===== config.mk =====
export PLATFORM = sky130hd
export DESIGN_NAME = fifo_wr_ctrl
export DESIGN_NICKNAME = d
export VERILOG_FILES = /design/src/rtl/fifo_wr_ctrl.sv
export SDC_FILE = /design/constraint.sdc
export NUM_CORES = 1
export LEC_CHECK = 0
export ABC_AREA = 1
export CAP_MARGIN = 20
export CORE_UTILIZATION = 50
export CTS_BUF_LIST = sky130_fd_sc_hd__clkbuf_4
export DETAILED_ROUTE_END_ITERATION = 8
export HOLD_SLACK_MARGIN = 0.06
export PLACE_DENSITY = 0.82
export SLEW_MARGIN = 0
export SYNTH_ARGS = -nofsm -noshare
export SYNTH_HDL_FRONTEND = slang
export SYNTH_SLANG_ARGS = --single-unit

===== constraint.sdc =====
create_clock -name w_clk -period 3.3 [get_ports w_clk]
set_input_delay 0.66 -clock w_clk [delete_from_list [all_inputs] [get_ports w_clk]]
set_output_delay 0.66 -clock w_clk [all_outputs]
set_load 0.05 [all_outputs]

===== src/rtl/fifo_wr_ctrl.sv =====
// Write-domain pointer/flag controller for an asynchronous FIFO.
// Produces the RAM write strobe/address, the Gray write pointer and full/level/overflow status.
module fifo_wr_ctrl #(
  parameter int ADDR_WIDTH   = 4,
  parameter int AFULL_THRESH = 12
) (
  input  logic                  w_clk,
  input  logic                  w_rst,
  input  logic                  winc,
  input  logic [ADDR_WIDTH:0]   wq2_rptr,
  input  logic                  wovf_clr,
  output logic                  wclken,
  output logic [ADDR_WIDTH-1:0] waddr,
  output logic [ADDR_WIDTH:0]   wptr,
  output logic                  wfull,
  output logic                  walmost_full,
  output logic [ADDR_WIDTH:0]   wlevel,
  output logic                  woverflow
);

  localparam logic [ADDR_WIDTH:0]   PTR_ONE = {{ADDR_WIDTH{1'b0}}, 1'b1};
  localparam logic [ADDR_WIDTH+1:0] AFULL_L = AFULL_THRESH[ADDR_WIDTH+1:0];

  function automatic logic [ADDR_WIDTH:0] bin2gray(input logic [ADDR_WIDTH:0] b);
    return b ^ (b >> 1);
  endfunction

  function automatic logic [ADDR_WIDTH:0] gray2bin(input logic [ADDR_WIDTH:0] g);
    logic [ADDR_WIDTH:0] b;
    b[ADDR_WIDTH] = g[ADDR_WIDTH];
    for (int i = ADDR_WIDTH - 1; i >= 0; i--) begin
      b[i] = b[i+1] ^ g[i];
    end
    return b;
  endfunction

  logic [ADDR_WIDTH:0] wbin_q, wbin_d;
  logic [ADDR_WIDTH:0] wgray_q, wgray_d;
  logic [ADDR_WIDTH:0] wlevel_q, wlevel_d;
  logic [ADDR_WIDTH:0] rbin_s;
  logic                wfull_q, wfull_d;
  logic                wafull_q, wafull_d;
  logic                wovf_q, wovf_d;
  logic                accept_s;

  // Next-state: pointer advance, full/level from the synchronised read pointer, sticky overflow.
  always_comb begin
    accept_s = winc & ~wfull_q & ~w_rst;
    wbin_d   = wbin_q;
    if (accept_s) begin
      wbin_d = wbin_q + PTR_ONE;
    end else begin
      wbin_d = wbin_q;
    end
    wgray_d  = bin2gray(wbin_d);
    rbin_s   = gray2bin(wq2_rptr);
    wfull_d  = (wgray_d == {~wq2_rptr[ADDR_WIDTH:ADDR_WIDTH-1], wq2_rptr[ADDR_WIDTH-2:0]});
    wlevel_d = wbin_d - rbin_s;
    wafull_d = ({1'b0, wlevel_d} >= AFULL_L);
    // Set has priority over clear so a rejected write is never lost.
    wovf_d   = wovf_q;
    if (winc & wfull_q) begin
      wovf_d = 1'b1;
    end else if (wovf_clr) begin
      wovf_d = 1'b0;
    end else begin
      wovf_d = wovf_q;
    end
  end

  // State registers with synchronous reset.
  always_ff @(posedge w_clk) begin
    if (w_rst) begin
      wbin_q   <= '0;
      wgray_q  <= '0;
      wlevel_q <= '0;
      wfull_q  <= 1'b0;
      wafull_q <= 1'b0;
      wovf_q   <= 1'b0;
    end else begin
      wbin_q   <= wbin_d;
      wgray_q  <= wgray_d;
      wlevel_q <= wlevel_d;
      wfull_q  <= wfull_d;
      wafull_q <= wafull_d;
      wovf_q   <= wovf_d;
    end
  end

  assign wclken       = accept_s;
  assign waddr        = wbin_q[ADDR_WIDTH-1:0];
  assign wptr         = wgray_q;
  assign wfull        = wfull_q;
  assign walmost_full = wafull_q;
  assign wlevel       = wlevel_q;
  assign woverflow    = wovf_q;

endmodule

## Word level (Yosys, flattened, before mapping)

Cells that the tools add are included.

| operators by class | value |
|---|---|
| reduce and logical (&&, ||, !) cells | 1 |
| add/subtract/negate cells | 2 |
| equal/unequal tests | 1 |
| multiply operators | 0 |
| shift operators | 0 |
| bitwise gates (word level) | 11 |
| divide/modulo/power cells | 0 |
| mux-type cells | 3 |
| magnitude comparators | 1 |

Operators with widths:

| operator | count |
|---|---|
| 5-bit by 1-bit adder with 5-bit output (second input constant) | 1 |
| 5-bit == test | 1 |
| 5-bit by 4-bit >= comparator with 1-bit output (second input constant) | 1 |
| 5-bit 2-to-1 mux | 1 |
| 5-bit subtractor | 1 |
| 5-bit by 4-bit bitwise XOR with 5-bit output | 1 |
| 1-bit bitwise XOR | 4 |
| 1-bit bitwise AND | 3 |
| 1-bit 2-to-1 mux | 2 |
| 1-bit NOT | 2 |
| 2-bit NOT | 1 |
| 2-bit nonzero test | 1 |

| storage, ports and cells | value |
|---|---|
| ROM bits | 0 |
| memory bits (writable) | 0 |
| input port bits | 9 |
| word-level logic and storage cells | 25 |
| memories | 0 |
| latch bits | 0 |
| bits in registers | 18 |
| output and inout port bits | 18 |

## Longest topological paths before layout

Gate-level depths: netlist of the first run.

| logic depth | value |
|---|---|
| depth in word-level cells | 6 |
| gate-level depth with buffers | 15 |
| depth with buffers taken out | 15 |

## Worst setup path after synthesis of the first run

No wires, ideal clock.

| timing path | value |
|---|---|
| kind | input port to flip-flop |
| start point | in wq2_rptr[4] |
| end point | reg wafull_q, in the netlist walmost_full |
| stages on the path | 14 |
| data required time | 3.226 ns |
| setup time | 0.074 ns |
| setup slack | 0.702 ns |
| data arrival time | 2.523 ns |
| buffers on the path | 0 |
| path through | xnor2_2 > xor2_2 > xor2_2 > xor2_1 > inv_1 > ha_1 > inv_1 > fa_1 > nand2_1 > nand2_1 > a21oi_1 > nand3b_1 > nand2_1 > o21ai_0 |

| on the way | value |
|---|---|
| longest elaborated chain between the ends | 6 |

RTL lines:

| what | line | text |
|---|---|---|
| start: declaration | 10 | `input logic [ADDR_WIDTH:0] wq2_rptr,` |
| 1-bit bitwise XOR (4 in a row) | 32 | `b[i] = b[i+1] ^ g[i];` |
| 5-bit subtractor * | 58 | `wlevel_d = wbin_d - rbin_s;` |
| 5-bit by 4-bit >= comparator with 1-bit output * | 59 | `wafull_d = ({1'b0, wlevel_d} >= AFULL_L);` |
| end signal: assignment | 85 | `wafull_q <= wafull_d;` |
| end: declaration | 42 | `logic wafull_q, wafull_d;` |

Every way passes the cells marked *; elsewhere a longest branch is shown, timed or not.
A chain may end at the register's enable or synchronous reset.

## Worst setup path in the final report of the first run

Ends and elaborated chain as after synthesis.

==> results of run 1 <==
cells by family (layout without fill, tap and decap cells):
family,Yosys count,after routing,synth area share (%)
adder cells (fa/ha/maj),6,6,7.76
flip-flops,17,17,32.0
AO/OA/AOI/OAI,9,9,4.94
AND/OR/NAND/NOR,84,84,38.5
XOR/XNOR,6,6,7.06
buffers and inverters,25,55,9.76
cells in the final DEF, fill, tap and decap left out, drive strengths merged:
master,n
a21boi,1
a21oi,4
a31oi,1
and2,1
buf,3
clkbuf,3
clkdlybuf4s50,25
clkinv,1
dfxtp,17
fa,1
ha,5
inv,23
nand2,48
nand3,12
nand3b,1
nand4,3
nor2,18
nor3,1
o21ai,2
o32ai,1
xnor2,1
xor2,5
registers in the layout, summed over array words and instances, names as in the netlist:
register and flops:
wfull 1, woverflow 1, walmost_full 1, wbin_q 5, wptr 4, wlevel 5
metrics by stage:
step | worst slack, ps | util, % | total power (µW) | TNS (ps)
6_report | 372 | 70.4 | 673 | 0
5_1_grt | 109 | 70.4 | 718 | 0
4_1_cts | 254 | 70.0 | 677 | 0
3_5_place_dp | -65.0 | 68.6 | 563 | -73.0
3_3_place_gp | 117 | 68.6 | 552 | 0
2_1_floorplan | 702 | - | 467 | 0
per-layer routing:
| metal | vias up | wire length (µm) | global-route usage (%) |
|---|---|---|---|
| met5 | - | 0 | 0 |
| met4 | 0 | 34 | 6.67 |
| met3 | 5 | 90 | 4.81 |
| met2 | 21 | 1100 | 37.0 |
| met1 | 435 | 966 | 25.5 |
| li1 | 516 | - | - |
final timing paths:
path | startpoint | endpoint | slack (ps) | cells past startpoint
max | wq2_rptr[4] | walmost_full | 370 | 15
min | woverflow | woverflow | 470 | 2
max reg2reg | wbin_q[0] | walmost_full | 1100 | 14
min reg2reg | woverflow | woverflow | 470 | 2
critical path, cell delays in order:
cell,delay [ps]
clkdlybuf4s50_1,470
xnor2_2,250
xor2_2,240
xor2_2,180
xor2_1,90
inv_1,60
ha_1,140
inv_1,60
fa_1,390
nand2_1,80
nand2_1,50
a21oi_1,160
nand3b_1,130
nand2_1,70
o21ai_0,120
power breakdown:
part	internal (µW)	total, µW	leakage (µW)	switching, µW
logic	114	317	0.000496	204
clock network	45.2	113	0.0000177	67.7
registers	232	243	0.000140	10.9
cell type report:
cell class	instances	area (µm²)
flip-flops and latches	17	340
repair buffers	28	285
fillers	168	587
inverters	23	88.8
clock buffers	3	22.5
clock inverters	1	5.00
multi-input cells	105	619
well taps	27	33.8
repair_timing:
| action | in CTS | in global routing |
|---|---|---|
| buffers inserted | 0 | 1 |
| endpoints found under the setup margin | 0 | 1 |
| hold buffers | 0 | 0 |
==> metrics, run 1 <==
drt pass-1 iters 4; Worst setup SP type input port; post_cts resized 0; vias in the first global route 772; Gate Count Post-Synth 147; worst hold path type flop to flop; H-tree levels 1; worst-path maximum fanout 3; cell taking the most area after synthesis dfxtp_1; Nets 193; ANT cells 0; clock latency at the later pin of the worst-skew pair 300 ps; Clock Sinks 17; Async S/R FF share, synth 0%; Critical Path AT 3160 ps; Finished Layout Cells 204; post-detail-place hpwl approximately 1800 µm; most frequent cell after synthesis nand2_1; Via density 4.79; Antenna Nets Post-Route 0; CP required around 3500 ps; max_cap viols 0; Fmax ~340 MHz; net count after synthesis ~160; Warnings, synthesis 0; placement row count 16; GRT Util Overall between 20% and 30%; layout cells sized above 1 14.7%; relative slew slack 66.6%; pwr dens 483 mW/mm²; Peak VDD IR 0.402 mV; DR vias around 1000; CTS tree done; Post-DP Area 0.00136 mm²; first-pass GRT wire length 3240 µm; Synth area leaders dfxtp_1 (32%), nand2_1 (14%), inv_1 (6.7%); area fraction of the dominant cell type after synthesis between 30% and 40%; Clock transition at path regs 100 ps; chip width 48.1 µm; ys flop type dfxtp_1; largest net degree at the start of global routing 17; routed wire length 2190 µm; final worst path period need 2930 ps; EDFF count, synth 0; initial antenna violation count 0; I/O Pins 27; unrepaired setup endpoints after global routing no; final instance area 0.00140 mm²; routability-driven placement congestion ratio 0.783; Hold WS 473 ps; die height 48.1 µm; synthesized area per cell 7.23 µm²; placed cell count 199; Syn-to-layout area delta 31.2%; Synth Register Bits 17; LEAKAGE 0.000654 µW; root buffer cell clkbuf_4; core area 0.00198 mm²; drt drc 0; Slew @ Worst Pin around 500 ps; sequential area share after synthesis 32.0%; Slew Viols, Final 0; Critical Path End Type flop; Cell variety after synth 30; Initial DRC Count 13; Final Skew roughly 7.5 ps; Initial Utilization 53.7%; clock buffer count from CTS 3; Syn Std Cell Area between 0.001 and 0.0015 mm²; area of the die 0.00232 mm²; endpoints failing hold 0; status finished clean; # setup viols final 0; Crit Path Class input port to flop; worst-case clock buffer depth 2; period utilization between 80 and 90%; Port Buffer Count 26; routed len/inst ~11 µm; GR Overflow Total 0; commonest cells in the netlist nand2_1 (40), inv_1 (19), dfxtp_1 (17)
No activity file was read; power rests on OpenSTA's default activity.
==> run 2: changes to the inputs <==
--- a/config.mk
+++ b/config.mk
@@ -6,7 +6,6 @@
 export NUM_CORES = 1
 export LEC_CHECK = 0
 export ABC_AREA = 1
-export CAP_MARGIN = 20
 export CORE_UTILIZATION = 50
 export CTS_BUF_LIST = sky130_fd_sc_hd__clkbuf_4
 export DETAILED_ROUTE_END_ITERATION = 8
==> results of run 2 <==
Final layout, timing and power as in run 1 (identical DEF).
